$ cat config.mk
export PLATFORM = sky130hd
export DESIGN_NAME = out_bcd_converter
export DESIGN_NICKNAME = d
export VERILOG_FILES = /design/src/rtl/display_pkg.sv /design/src/rtl/bcd_digit_adj.sv /design/src/rtl/out_bcd_converter.sv
export SDC_FILE = /design/constraint.sdc
export NUM_CORES = 1
export LEC_CHECK = 0
export CAP_MARGIN = 20
export CORE_MARGIN = 4
export CORE_UTILIZATION = 55
export DETAILED_ROUTE_END_ITERATION = 8
export PLACE_DENSITY = 0.79
export SLEW_MARGIN = 20
export SYNTH_ARGS = -nofsm -noshare
export SYNTH_HDL_FRONTEND = slang
export SYNTH_SLANG_ARGS = --single-unit
$ cat constraint.sdc
create_clock -name CLK -period 2.19 [get_ports CLK]
set_input_delay 0.438 -clock CLK [delete_from_list [all_inputs] [get_ports CLK]]
set_output_delay 0.438 -clock CLK [all_outputs]
set_load 0.02 [all_outputs]
$ cat src/rtl/display_pkg.sv
// rtl/display_pkg.sv - shared BCD/display types, state encodings and digit helpers
package display_pkg;

   localparam int BCD_DIGIT_W = 4;

   typedef enum logic [1:0] {
      ST_IDLE   = 2'd0,
      ST_SHIFT  = 2'd1,
      ST_COMMIT = 2'd2
   } conv_state_t;

   // Walks from the most significant digit down: a digit is blank only while
   // it and everything above it are zero.
   function automatic logic blank_next(input logic [BCD_DIGIT_W-1:0] digit,
                                       input logic upper_blank);
      return upper_blank && (digit == '0);
   endfunction

   function automatic logic [6:0] seg_code(input logic [BCD_DIGIT_W-1:0] digit);
      logic [6:0] seg;
      case (digit)
         4'd0:    seg = 7'b0111111;
         4'd1:    seg = 7'b0000110;
         4'd2:    seg = 7'b1011011;
         4'd3:    seg = 7'b1001111;
         4'd4:    seg = 7'b1100110;
         4'd5:    seg = 7'b1101101;
         4'd6:    seg = 7'b1111101;
         4'd7:    seg = 7'b0000111;
         4'd8:    seg = 7'b1111111;
         4'd9:    seg = 7'b1101111;
         default: seg = 7'b0000000;
      endcase
      return seg;
   endfunction

   function automatic longint pow10(input int n);
      longint p;
      p = 1;
      for (int i = 0; i < n; i++) p = p * 10;
      return p;
   endfunction

endpackage

$ cat src/rtl/bcd_digit_adj.sv
// rtl/bcd_digit_adj.sv - double-dabble digit correction: add 3 when the digit is 5 or more
module bcd_digit_adj
   import display_pkg::*;
(
   input  logic [BCD_DIGIT_W-1:0] digit,
   output logic [BCD_DIGIT_W-1:0] adjusted
);

   assign adjusted = (digit >= BCD_DIGIT_W'(5)) ? digit + BCD_DIGIT_W'(3) : digit;

endmodule

$ cat src/rtl/out_bcd_converter.sv
// rtl/out_bcd_converter.sv - sequential binary-to-BCD converter feeding the 7-segment display stage
module out_bcd_converter
   import display_pkg::*;
#(
   parameter int DATA_W = 8,
   parameter int DIGITS = 4
) (
   input  logic                        CLK,
   input  logic                        RESET,
   input  logic [DATA_W-1:0]           DIN,
   input  logic                        LOAD,
   output logic                        BUSY,
   output logic                        DONE,
   output logic                        VALID,
   output logic [BCD_DIGIT_W*DIGITS-1:0] BCD_OUT,
   output logic [DIGITS-1:0]           BLANK
);

   localparam int BCD_W = BCD_DIGIT_W * DIGITS;
   localparam int CNT_W = $clog2(DATA_W + 1);
   localparam logic [CNT_W-1:0] CNT_LAST = CNT_W'(DATA_W - 1);
   localparam logic [DIGITS-1:0] BLANK_RST = {{(DIGITS-1){1'b1}}, 1'b0};
   localparam longint MAX_IN = (longint'(1) << DATA_W) - 1;

   generate
      if (pow10(DIGITS) <= MAX_IN) begin : g_digits_too_few
         $error("DIGITS too small for DATA_W");
      end
   endgenerate

   conv_state_t state, next_state;

   logic [DATA_W-1:0] bin_sr;
   logic [DATA_W-1:0] pend_d;
   logic              pend_v;
   logic [BCD_W-1:0]  bcd_sr;
   logic [BCD_W-1:0]  bcd_adj;
   logic [CNT_W-1:0]  cnt;
   logic [DIGITS-1:0] mask;
   logic              upper_blank;
   logic              start;
   logic              start_from_pend;
   logic              shift_en;
   logic              commit;

   genvar g;
   generate
      for (g = 0; g < DIGITS; g++) begin : g_adj
         bcd_digit_adj u_adj (
            .digit    (bcd_sr[g*BCD_DIGIT_W +: BCD_DIGIT_W]),
            .adjusted (bcd_adj[g*BCD_DIGIT_W +: BCD_DIGIT_W])
         );
      end
   endgenerate

   always_comb begin
      mask        = '0;
      upper_blank = 1'b1;
      for (int i = DIGITS - 1; i >= 1; i--) begin
         upper_blank = blank_next(bcd_sr[i*BCD_DIGIT_W +: BCD_DIGIT_W], upper_blank);
         mask[i]     = upper_blank;
      end
   end

   always_ff @(posedge CLK or posedge RESET) begin
      if (RESET) state <= ST_IDLE;
      else       state <= next_state;
   end

   // A LOAD seen in COMMIT is the newest value, so it beats anything pending.
   always_comb begin
      next_state      = state;
      start           = 1'b0;
      start_from_pend = 1'b0;
      shift_en        = 1'b0;
      commit          = 1'b0;
      case (state)
         ST_IDLE: begin
            if (LOAD) begin
               start      = 1'b1;
               next_state = ST_SHIFT;
            end
         end
         ST_SHIFT: begin
            shift_en = 1'b1;
            if (cnt == CNT_LAST) next_state = ST_COMMIT;
         end
         ST_COMMIT: begin
            commit = 1'b1;
            if (LOAD) begin
               start      = 1'b1;
               next_state = ST_SHIFT;
            end else if (pend_v) begin
               start           = 1'b1;
               start_from_pend = 1'b1;
               next_state      = ST_SHIFT;
            end else begin
               next_state = ST_IDLE;
            end
         end
         default: next_state = ST_IDLE;
      endcase
   end

   always_ff @(posedge CLK or posedge RESET) begin
      if (RESET) begin
         bin_sr  <= '0;
         bcd_sr  <= '0;
         cnt     <= '0;
         pend_d  <= '0;
         pend_v  <= 1'b0;
         BCD_OUT <= '0;
         BLANK   <= BLANK_RST;
         VALID   <= 1'b0;
         DONE    <= 1'b0;
      end else begin
         DONE <= commit;
         if (start) begin
            bin_sr <= start_from_pend ? pend_d : DIN;
            bcd_sr <= '0;
            cnt    <= '0;
         end else if (shift_en) begin
            bcd_sr <= {bcd_adj[BCD_W-2:0], bin_sr[DATA_W-1]};
            bin_sr <= bin_sr << 1;
            cnt    <= cnt + CNT_W'(1);
         end
         if (commit) begin
            BCD_OUT <= bcd_sr;
            BLANK   <= mask;
            VALID   <= 1'b1;
         end
         if (LOAD && state == ST_SHIFT) begin
            pend_d <= DIN;
            pend_v <= 1'b1;
         end else if (commit) begin
            pend_v <= 1'b0;
         end
      end
   end

   assign BUSY = (state != ST_IDLE);

endmodule

# --- Yosys cells after proc, flatten, opt, wreduce, memory -nomap -nowiden ---
# Cells that the tools add are included.
# Widths: inputs -> output; s select.
totals:
  regBits: 60
  latch_bits: 0
  ramBits: 0
  rom_bits: 0
  input_bits: 11
  out_inout_bits: 23
  n_memories: 0
op_classes:
  n_addsub: 5
  n_mul: 0
  div: 0
  magnitude_cmp: 4
  n_eq_ne: 5
  n_shift: 0
  mux: 26
  bitwise: 0
  reduce_logical: 11
op_table:
  columns: ["op", "n"]
  rows:
  - ["$mux 16", 2]
  - ["$mux 8", 3]
  - ["$mux 4", 5]
  - ["$ge 4x3->1 const B", 4]
  - ["$add 4x2->4 const B", 3]
  - ["$logic_not 4->1", 3]
  - ["$mux 1", 11]
  - ["$pmux 2 s3", 1]
  - ["$reduce_bool 2->1", 3]
  - ["$add 4x1->4 const B", 1]
  - ["$eq 4x3->1 const B", 1]
  - ["$mux 2", 2]
  - ["$ne 2x2->1 const B", 2]
  - ["$add 3x2->3 const B", 1]
  - ["$logic_and 1x1->1", 3]
  - ["$mux 3", 1]
  - ["$eq 2x1->1 const B", 1]
  - ["$eq 2x2->1 const B", 1]
  - ["$logic_not 2->1", 1]
  - ["$pmux 1 s2", 1]
  - ["$reduce_and 2->1", 1]

# --- Depth between registers and ports, before layout ---
# Gate-level depths: netlist (run 1).
depth:
  word_depth: 5
  mapped_depth: 6
  mapped_depth_nobuf: 6

# --- Modules after synthesis ---
# A second synthesis (run 1) with hierarchy kept.
hier_totals:
  hier_cells: 304
  hier_area_um2: 3138.0
by_module_without_submodules:
  columns: ["module", "n_inst", "cells_each", "area_each_um2", "seq_area_each_um2"]
  rows:
  - ["out_bcd_converter", 1, 240, 2732.6, 1505.2]
  - ["bcd_digit_adj", 4, 16, 101.3, 0.0]

# --- Worst setup path before layout (run 1) ---
# Ideal clock, no wire load.
synth_path:
  path_type: "register to register"
  start: "register bcd_sr[8]"
  end: "register bcd_sr[10]"
  t_arrival_ps: 1286
  required_ps: 2069
  path_slack_ps: 783
  stages_incl_launch_ff: 7
  path_buffers: 0
  period_less_slack_ps: 1407
  cell_sequence: "dfrtp_1 -> inv_1 -> ha_1 -> nand2b_1 -> a21oi_1 -> mux2i_1 -> a22o_1"
synth_via:
  elab_chain_cells: 4
  word_cells_on_any_way: 5
  classes_between: "1 x add/sub; 1 x order compare; 3 x mux"
synth_lines:
  columns: ["element", "line", "rtl"]
  rows:
  - ["start: declaration", "out_bcd_converter.sv:36", "logic [BCD_W-1:0] bcd_sr;"]
  - ["start signal: assignment", "out_bcd_converter.sv:123", "bcd_sr <= {bcd_adj[BCD_W-2:0], bin_sr[DATA_W-1]};"]
  - ["$add 4x2->4 or $ge 4x3->1 (tied branches)", "bcd_digit_adj.sv:9", "assign adjusted = (digit >= BCD_DIGIT_W'(5)) ? digit + BCD_DIGIT_W'(3) : digit;"]
  - ["$mux 4 *", "bcd_digit_adj.sv:9", null]
  - ["$mux 16 *", "out_bcd_converter.sv:122", "end else if (shift_en) begin"]
  - ["$mux 16 *", "out_bcd_converter.sv:118", "if (start) begin"]
# Mark *: on every way between the ends. The rest lies on a longest branch, timed or not. The select of a mux whose other input is x is not followed.
# A chain may end at the register's enable or synchronous reset.

# --- Worst setup path after layout (run 1) ---
layout_path:
  start: "register state[1]"
  end: "output BUSY"
layout_via:
  elab_chain_cells: 1
layout_lines:
  columns: ["element", "line", "rtl"]
  rows:
  - ["start: declaration", "out_bcd_converter.sv:31", "conv_state_t state, next_state;"]
  - ["start signal: assignment", "out_bcd_converter.sv:67", "else state <= next_state;"]
  - ["$reduce_bool 2->1", "out_bcd_converter.sv:141", "assign BUSY = (state != ST_IDLE);"]
  - ["end: declaration", "out_bcd_converter.sv:12", "output logic BUSY,"]
# Every way passes these cells.

==> results of run 1 <==
## power by group through the flow
| stage | Combinational (mW) | Sequential, mW | Clock [mW] |
|---|---|---|---|
| 6_report | 2.05 | 1.89 | 0.952 |
| 5_1_grt | 2.28 | 1.97 | 1.02 |
| 4_1_cts | 2.08 | 1.89 | 0.972 |
| 3_5_place_dp | 2.04 | 1.90 | 0 |
| 3_3_place_gp | 1.97 | 1.88 | 0 |
| 2_1_floorplan | 1.32 | 2.02 | 0 |
## cell type report
cell class | count | area share [%]
Timing Repair Buffer | 37 | 11.0
Clock buffer | 13 | 4.43
Multi-Input combinational cell | 176 | 35.0
Inverter | 11 | 1.23
Sequential cell | 60 | 44.8
Clock inverter | 2 | 1.04
Tap cell | 67 | 2.49
## worst max-delay path by stage
| stage | cells past startpoint | end | slack, ns | from |
|---|---|---|---|---|
| floorplan | 1 | BCD_OUT[0] | 0.27 | RESET |
| global placement | 6 | bin_sr[2] | 0.39 | LOAD |
| detailed placement | 6 | bin_sr[1] | 0.34 | LOAD |
| CTS | 2 | BUSY | 0.08 | state[1] |
| global route | 2 | BUSY | 0.02 | state[1] |
| finish | 2 | BUSY | 0.10 | state[1] |
## stage by stage
step / total power [mW] / hold WS (ns)
final: 4.90 / 0.465
after global routing: 5.27 / 0.492
after floorplan: 3.34 / 0.445
after detailed placement: 3.95 / 0.456
after CTS: 4.94 / 0.472
after global placement: 3.85 / 0.448
## cells in the mapped netlist (4+ instances only)
| library cell | number |
|---|---|
| nor3b_1 | 9 |
| nand2b_1 | 7 |
| a22oi_1 | 5 |
| mux2_2 | 11 |
| nand3_1 | 4 |
| inv_1 | 11 |
| o21ai_0 | 23 |
| nor3_1 | 6 |
| a21oi_1 | 14 |
| nor2_1 | 5 |
| xnor2_1 | 4 |
| o21ai_1 | 11 |
| mux2_1 | 5 |
| ha_1 | 11 |
| nand2_1 | 34 |
| dfrtp_1 | 57 |
| mux2i_1 | 6 |
| a22o_1 | 4 |
| buf_2 | 7 |
## registers in the layout, summed over array words and instances (netlist names)
name and cells:
pend_v 1, state 2, bin_sr 8, BLANK 3
BCD_OUT 16, cnt 4, bcd_sr 16, DONE 1
pend_d 8, VALID 1
## per-layer routing
layer	up-vias	global-route usage (%)
met3	2	4.40
met5	-	0
met1	993	24.0
met4	0	7.04
met2	43	31.4
li1	967	-
## cells in the final DEF (no fill, tap or decap), types with 2 or more instances in the layout
master	count
o21ai_1	11
o21ai_0	23
dfstp_2	3
o22ai_1	2
o31ai_1	3
buf_4	4
a22oi_1	5
nand3_1	4
clkbuf_1	3
clkbuf_8	10
a21oi_1	14
mux2_1	5
ha_1	11
nor3b_1	9
inv_1	10
a22o_1	4
xor2_1	3
nand2_1	34
nor2_1	5
clkdlybuf4s50_1	32
mux2_2	11
nor3_1	6
xnor2_1	4
nand2b_1	7
dfrtp_1	57
mux2i_1	6
## critical path, delay by kind of cell, from the launching register on
kind | cells | cell delay (ns)
buffers and inverters | 1 | 0.54
flip-flops | 1 | 0.45
AND/OR/NAND/NOR | 1 | 0.34
## cell families (layout without fill, tap and decap cells)
kind of cell             Yosys count  after routing  synth area share, %
AND/OR/NAND/NOR                   71             71                 12.8
flip-flops                        60             60                 53.3
other                              1              1                0.133
multiplexers                      22             22                 8.50
AO/OA/AOI/OAI                     64             64                 13.2
adder cells (fa/ha/maj)           11             11                 4.87
XOR/XNOR                           7              7                 2.17
buffers and inverters             25             63                 5.09
==> key figures, run 1 <==
Outcome
  • Status: completed

Power and ir drop
  • Clk pwr share: 19.4%
  • Flop pwr share: about 39%
  • Int Power: 3.08 mW
  • Pwr dens: 1460 mW/mm^2
  • Leak: 1.50 nW
  • Logic pwr share: 41.9%
  • Net Switching: 1.82 mW
  • Maximum VDD drop: 699 uV
  • Sw Share: between 30% and 40%

Global route
  • Total GRT Usage: 18.9%
  • Global-route wire length before repair: 9.32 mm
  • Vias in the first global route: 1986
  • Gr ovfl total: 0
  • Largest net degree at the start of global routing: 61
  • Initial antenna violation count: 0

Synthesis
  • Synth area leader: dfrtp_1
  • Synth area leaders: dfrtp_1 50%, ha_1 4.9%, nand2_1 4.5%
  • Mapped Area: roughly 0.0028 mm^2
  • Syn nets: 283
  • Ys async rst share: 100%
  • Average size of a mapped cell: roughly 11 um^2
  • EDFF count, synth: 0
  • Yosys warning count: 0
  • Commonest register cell after synthesis: dfrtp_1
  • Top-area cell type share of the netlist area: 50.5%
  • Sequential element share of the synthesized area: approximately 53%
  • Cells after Synth: 261
  • Flops & latches, synth: 60
  • Netlist cell types: 36

Clock network
  • Clk_lat worst skew: 0.33 ns
  • Hold_buf cts: 0
  • H-tree depth: 3
  • Clock Tree Root: clkbuf_8
  • Clk sinks: 60
  • Clk buf depth: 2
  • Clock transition at path regs: around 0.070 ns
  • CTS tree: done
  • TritonCTS Buffers: 9
  • Post-CTS setup buffer count: 0
  • Post-CTS sizing: 0

Min path
  • Min-delay worst type: flop to flop
  • Hold_sp: BLANK[1]
  • Worst hold path stage count: 2
  • Min-Delay Endpoint: BLANK[1]

Layout
  • N_diodes: 0
  • Fin area: 0.00336 mm^2
  • Layout Utilization: 69.3%
  • Layout cell share with drive strength beyond 1: 12.4%
  • FILL cells: 385
  • Multi-input gate area: 0.00118 mm^2
  • Non-filler cells, final: 366
  • Final Net Count: 317
  • Register area: 0.00151 mm^2
  • Synth-to-Final Area Change: 19.0%

Timing
  • Final-report max-slew violation count: 0
  • RSZ-0062 raised after global routing: no
  • Setup violators final: 0
  • Worst Skew: 0.0107 ns
  • Slew HR: 58.3%
  • Highest Clock Rate: about 0.48 GHz
  • Worst setup margin: between 0.1 and 0.15 ns
  • Worst Max-Slew Pin Slew: 0.625 ns
  • Setup_tns: 0 ns
  • Final Hold Vio Count: 0
  • Final cycle utilization of the critical path: 95.4%
  • Minimum clock period: ~2.1 ns

Place
  • Inst Count DP: 351
  • Hpwl dp: roughly 3.4 mm
  • DP Area: 0.00318 mm^2
  • Dpl ws: 0.344 ns
  • RePlAce Congestion: 0.769
  • Number of port buffers: 32

Worst setup path
  • Reg-to-reg endpoint: bcd_sr[2]
  • R2R cell count: 6
  • Critical Path AT: 1.65 ns
  • Crit path max-delay cell type: clkdlybuf4s50_1
  • Crit Path Max Fanout: 7
  • Crit Path Class: flop to primary output
  • Setup slack, reg-to-reg: 0.56 ns
  • Crit start category: flop
  • Crit. End Element: primary output
  • RR Startpoint: bcd_sr[1]
  • Crit path largest cell delay: 0.54 ns
  • Worst-path cell chain: or2_2 > clkdlybuf4s50_1
  • WP data required: approximately 1.8 ns

Drt
  • Number of remaining DRC errors: 0
  • Vias per inst: 5.48
  • Met2 WL: 2.65 mm
  • Initial DRC count: 118
  • Met3 WL post-DR: 236 um
  • Top sig layer: met4
  • DRT Pass-1 Iters: 4
  • Via count: ~2000
  • DRT met1 WL: 2.37 mm
  • DR WL/cell: 14.4 um
  • Antenna Nets Post-Route: 0
  • Drt total wl: 5.27 mm

Floorplan
  • Chip Height: 79.7 um
  • Die X: 79.7 um
  • Num rows: 25
  • Core area: roughly 0.0048 mm^2
  • Initial Util: 58.3%
  • Die Area: 0.00635 mm^2
  • I/O pin total: 34

Flow run
  • Max-capacitance violation count: 0
Power figures use the tool's default switching activity.
==> run 2, diff against run 1 <==
--- a/config.mk
+++ b/config.mk
@@ -10,6 +10,8 @@
 export CORE_UTILIZATION = 55
 export DETAILED_ROUTE_END_ITERATION = 8
 export PLACE_DENSITY = 0.79
+export REMOVE_ABC_BUFFERS = 1
+export SKIP_CTS_REPAIR_TIMING = 1
 export SLEW_MARGIN = 20
 export SYNTH_ARGS = -nofsm -noshare
 export SYNTH_HDL_FRONTEND = slang
==> run 2 against run 1 <==
  * Combinational power is essentially flat
  * Global-route usage down 0.79 points
  * First-iteration DRC count is 35% lower
  * Largest power group unchanged
  * Core utilization up 0.41 points
  * Setup slack improved by 0.016 ns
  * Design area grew 0.60%
  * Clock power down 0.4%
  * Final cell count increased by 0.27%
  * Register-to-register slack worse by 0.03 ns
  * Power shrank 0.56%
  * Maximum frequency up 0.76%
  * Die area unchanged
  * Critical path type unchanged
==> key figures, run 2 (synthesis gave the netlist of run 1 again) <==
Outcome
  • Status: completed

Worst setup path
  • WP data required: 1.75 ns (about the same)
  • Critical Path AT: 1.64 ns (about the same)
  • Worst path buffer plus inverter count: 1 (unchanged)
  • Crit. End Element: primary output
  • Crit path max-delay cell type: clkdlybuf4s50_1
  • Crit start category: flop
  • Worst-path cell chain: or2_2 > clkdlybuf4s50_1
  • Setup slack, reg-to-reg: 0.53 ns (-0.03 ns)
  • Crit path largest cell delay: 0.54 ns (about the same)
  • Crit Path Max Fanout: 7 (unchanged)
  • Family with the most delay on the worst path: buffers and inverters
  • Crit Path Class: flop to primary output

Timing
  • Worst Skew: 0.00758 ns (-0.00309 ns)
  • Final cycle utilization of the critical path: 94.7% (-0.72 points)
  • Highest Clock Rate: 0.482 GHz (+0.76%)
  • Setup violators final: 0 (unchanged)
  • Final-report max-slew violation count: 0 (unchanged)
  • RSZ-0062 raised after global routing: no
  • Final Hold Vio Count: 0 (unchanged)
  • Setup_tns: 0 ns (unchanged)
  • Minimum clock period: 2.07 ns (-0.0158 ns)
  • Slew HR: 61.5% (+3.1 points)
  • Worst Max-Slew Pin Slew: 0.578 ns (-0.0467 ns)

Floorplan
  • I/O pin total: 34 (unchanged)
  • Die X: 79.7 um (unchanged)
  • Chip Height: 79.7 um (unchanged)
  • Core area: 0.00485 mm^2 (unchanged)
  • Num rows: 25 (unchanged)
  • Die Area: 0.00635 mm^2 (unchanged)
  • Initial Util: 58.3% (unchanged)

Layout
  • Layout cell share with drive strength beyond 1: 12.7% (+0.29 points)
  • Final Net Count: 318 (+0.32%)
  • Most common cell after layout, fill and taps aside: dfrtp_1
  • FILL cells: 377 (-2.1%)
  • Synth-to-Final Area Change: 19.7%
  • Register area: 0.00151 mm^2 (unchanged)
  • Most frequent cells in the layout: 57 x dfrtp_1, 34 x nand2_1, 32 x clkdlybuf4s50_1, 23 x o21ai_0, 14 x a21oi_1
  • Largest registers: BCD_OUT: 16 flops, bcd_sr: 16 flops
  • N_diodes: 0 (unchanged)
  • Multi-input gate area: 0.00118 mm^2 (unchanged)
  • Fin area: 0.00338 mm^2 (+0.60%)

Clock network
  • Clk_lat worst skew: 0.34 ns (about the same)
  • Clock Tree Root: clkbuf_8
  • H-tree depth: 3 (unchanged)
  • TritonCTS Buffers: 9 (unchanged)
  • Clk sinks: 60 (unchanged)
  • Clock transition at path regs: 0.06 ns (about the same)
  • Clk buf depth: 2 (unchanged)
  • CTS tree: done

Place
  • Hpwl dp: 3.47 mm (+1.2%)
  • DP Area: 0.00320 mm^2 (+0.63%)
  • Number of port buffers: 32 (unchanged)
  • RePlAce Congestion: 0.760 (-1.1%)

Min path
  • Min-delay worst type: flop to flop

Drt
  • Via count: 1978 (-1.3%)
  • Vias per inst: 5.39 (-1.6%)
  • DRT Pass-1 Iters: 4 (unchanged)
  • DR WL/cell: 13.7 um (-4.5%)
  • Number of remaining DRC errors: 0 (unchanged)
  • Drt total wl: 5.04 mm (-4.3%)
  • Met2 WL: 2.49 mm (-6.2%)
  • Top sig layer: met4
  • Antenna Nets Post-Route: 0 (unchanged)
  • Initial DRC count: 77 (-35%)
  • DRT met1 WL: 2.22 mm (-6.0%)
  • Met3 WL post-DR: 241 um (+2.1%)

Power and ir drop
  • Sw Share: 36.9% (-0.30 points)
  • Net Switching: 1.80 mW (-1.4%)
  • Leak: 1.51 nW (+0.63%)
  • Flop pwr share: 38.7% (about the same)
  • Logic pwr share: 41.8% (about the same)
  • Int Power: 3.07 mW (about the same)
  • Pwr dens: 1440 mW/mm^2 (-1.1%)
  • Maximum VDD drop: 656 uV (-6.2%)
  • Clk pwr share: 19.5% (about the same)

Flow run
  • Max-capacitance violation count: 0 (unchanged)

Global route
  • Total GRT Usage: 18.1% (-0.79 points)
  • Vias in the first global route: 1902 (-4.2%)
  • Global-route wire length before repair: 8.73 mm (-6.3%)
  • Largest net degree at the start of global routing: 34 (-44%)
  • Gr ovfl total: 0 (unchanged)
  • Initial antenna violation count: 0 (unchanged)
## run 2: cell type report
class / instances / share of cell area, %
Sequential cell: 60 / 44.5
Multi-Input combinational cell: 176 / 34.8
Timing Repair Buffer: 38 / 11.5
Clock buffer: 13 / 4.40
Tap cell: 67 / 2.48
Inverter: 11 / 1.22
Clock inverter: 2 / 1.04
## run 2: worst min-delay path, delay by kind of cell, from the launching register on
family	cells	cell delay (ns)
flip-flops	1	0.37
AND/OR/NAND/NOR	1	0.05
AO/OA/AOI/OAI	1	0.06
## run 2: worst paths after layout
kind | start | to | depth (start not counted)
setup / recovery | state[1] | BUSY | 2
min in group asynchronous | RESET | bcd_sr[1] | 2
max in group asynchronous | RESET | pend_d[0] | 3
hold reg to reg | BLANK[1] | BLANK[1] | 2
setup reg to reg | bcd_sr[0] | bcd_sr[2] | 6
hold / removal | BLANK[1] | BLANK[1] | 2
## run 2: power groups by stage
| stage | sequential, mW | clock [mW] | combinational (mW) |
|---|---|---|---|
| 3_3_place_gp | 1.88 | 0 | 1.97 |
| 6_report | 1.89 | 0.948 | 2.04 |
| 3_5_place_dp | 1.91 | 0 | 2.05 |
| 2_1_floorplan | 2.03 | 0 | 1.20 |
| 5_1_grt | 1.96 | 1.04 | 2.25 |
| 4_1_cts | 1.89 | 0.980 | 2.06 |
## run 2: per-layer routing
metal / vias up / GRT usage, %
met4: 0 / 8.76
met3: 10 / 5.76
met1: 968 / 21.9
met5: - / 0
li1: 963 / -
met2: 37 / 29.2
## run 2: stage by stage
step | power (mW) | util, % | setup WS (ns) | std cells | hold WS (ns)
after CTS | 4.93 | 69.7 | 0.0879 | 367 | 0.479
after global routing | 5.25 | 69.7 | 0.0449 | 367 | 0.502
after detailed placement | 3.96 | 65.9 | 0.318 | 352 | 0.462
after floorplan | 3.23 | - | 0.272 | 247 | 0.445
final | 4.87 | 69.7 | 0.117 | 367 | 0.472
after global placement | 3.85 | 65.9 | 0.367 | 352 | 0.448
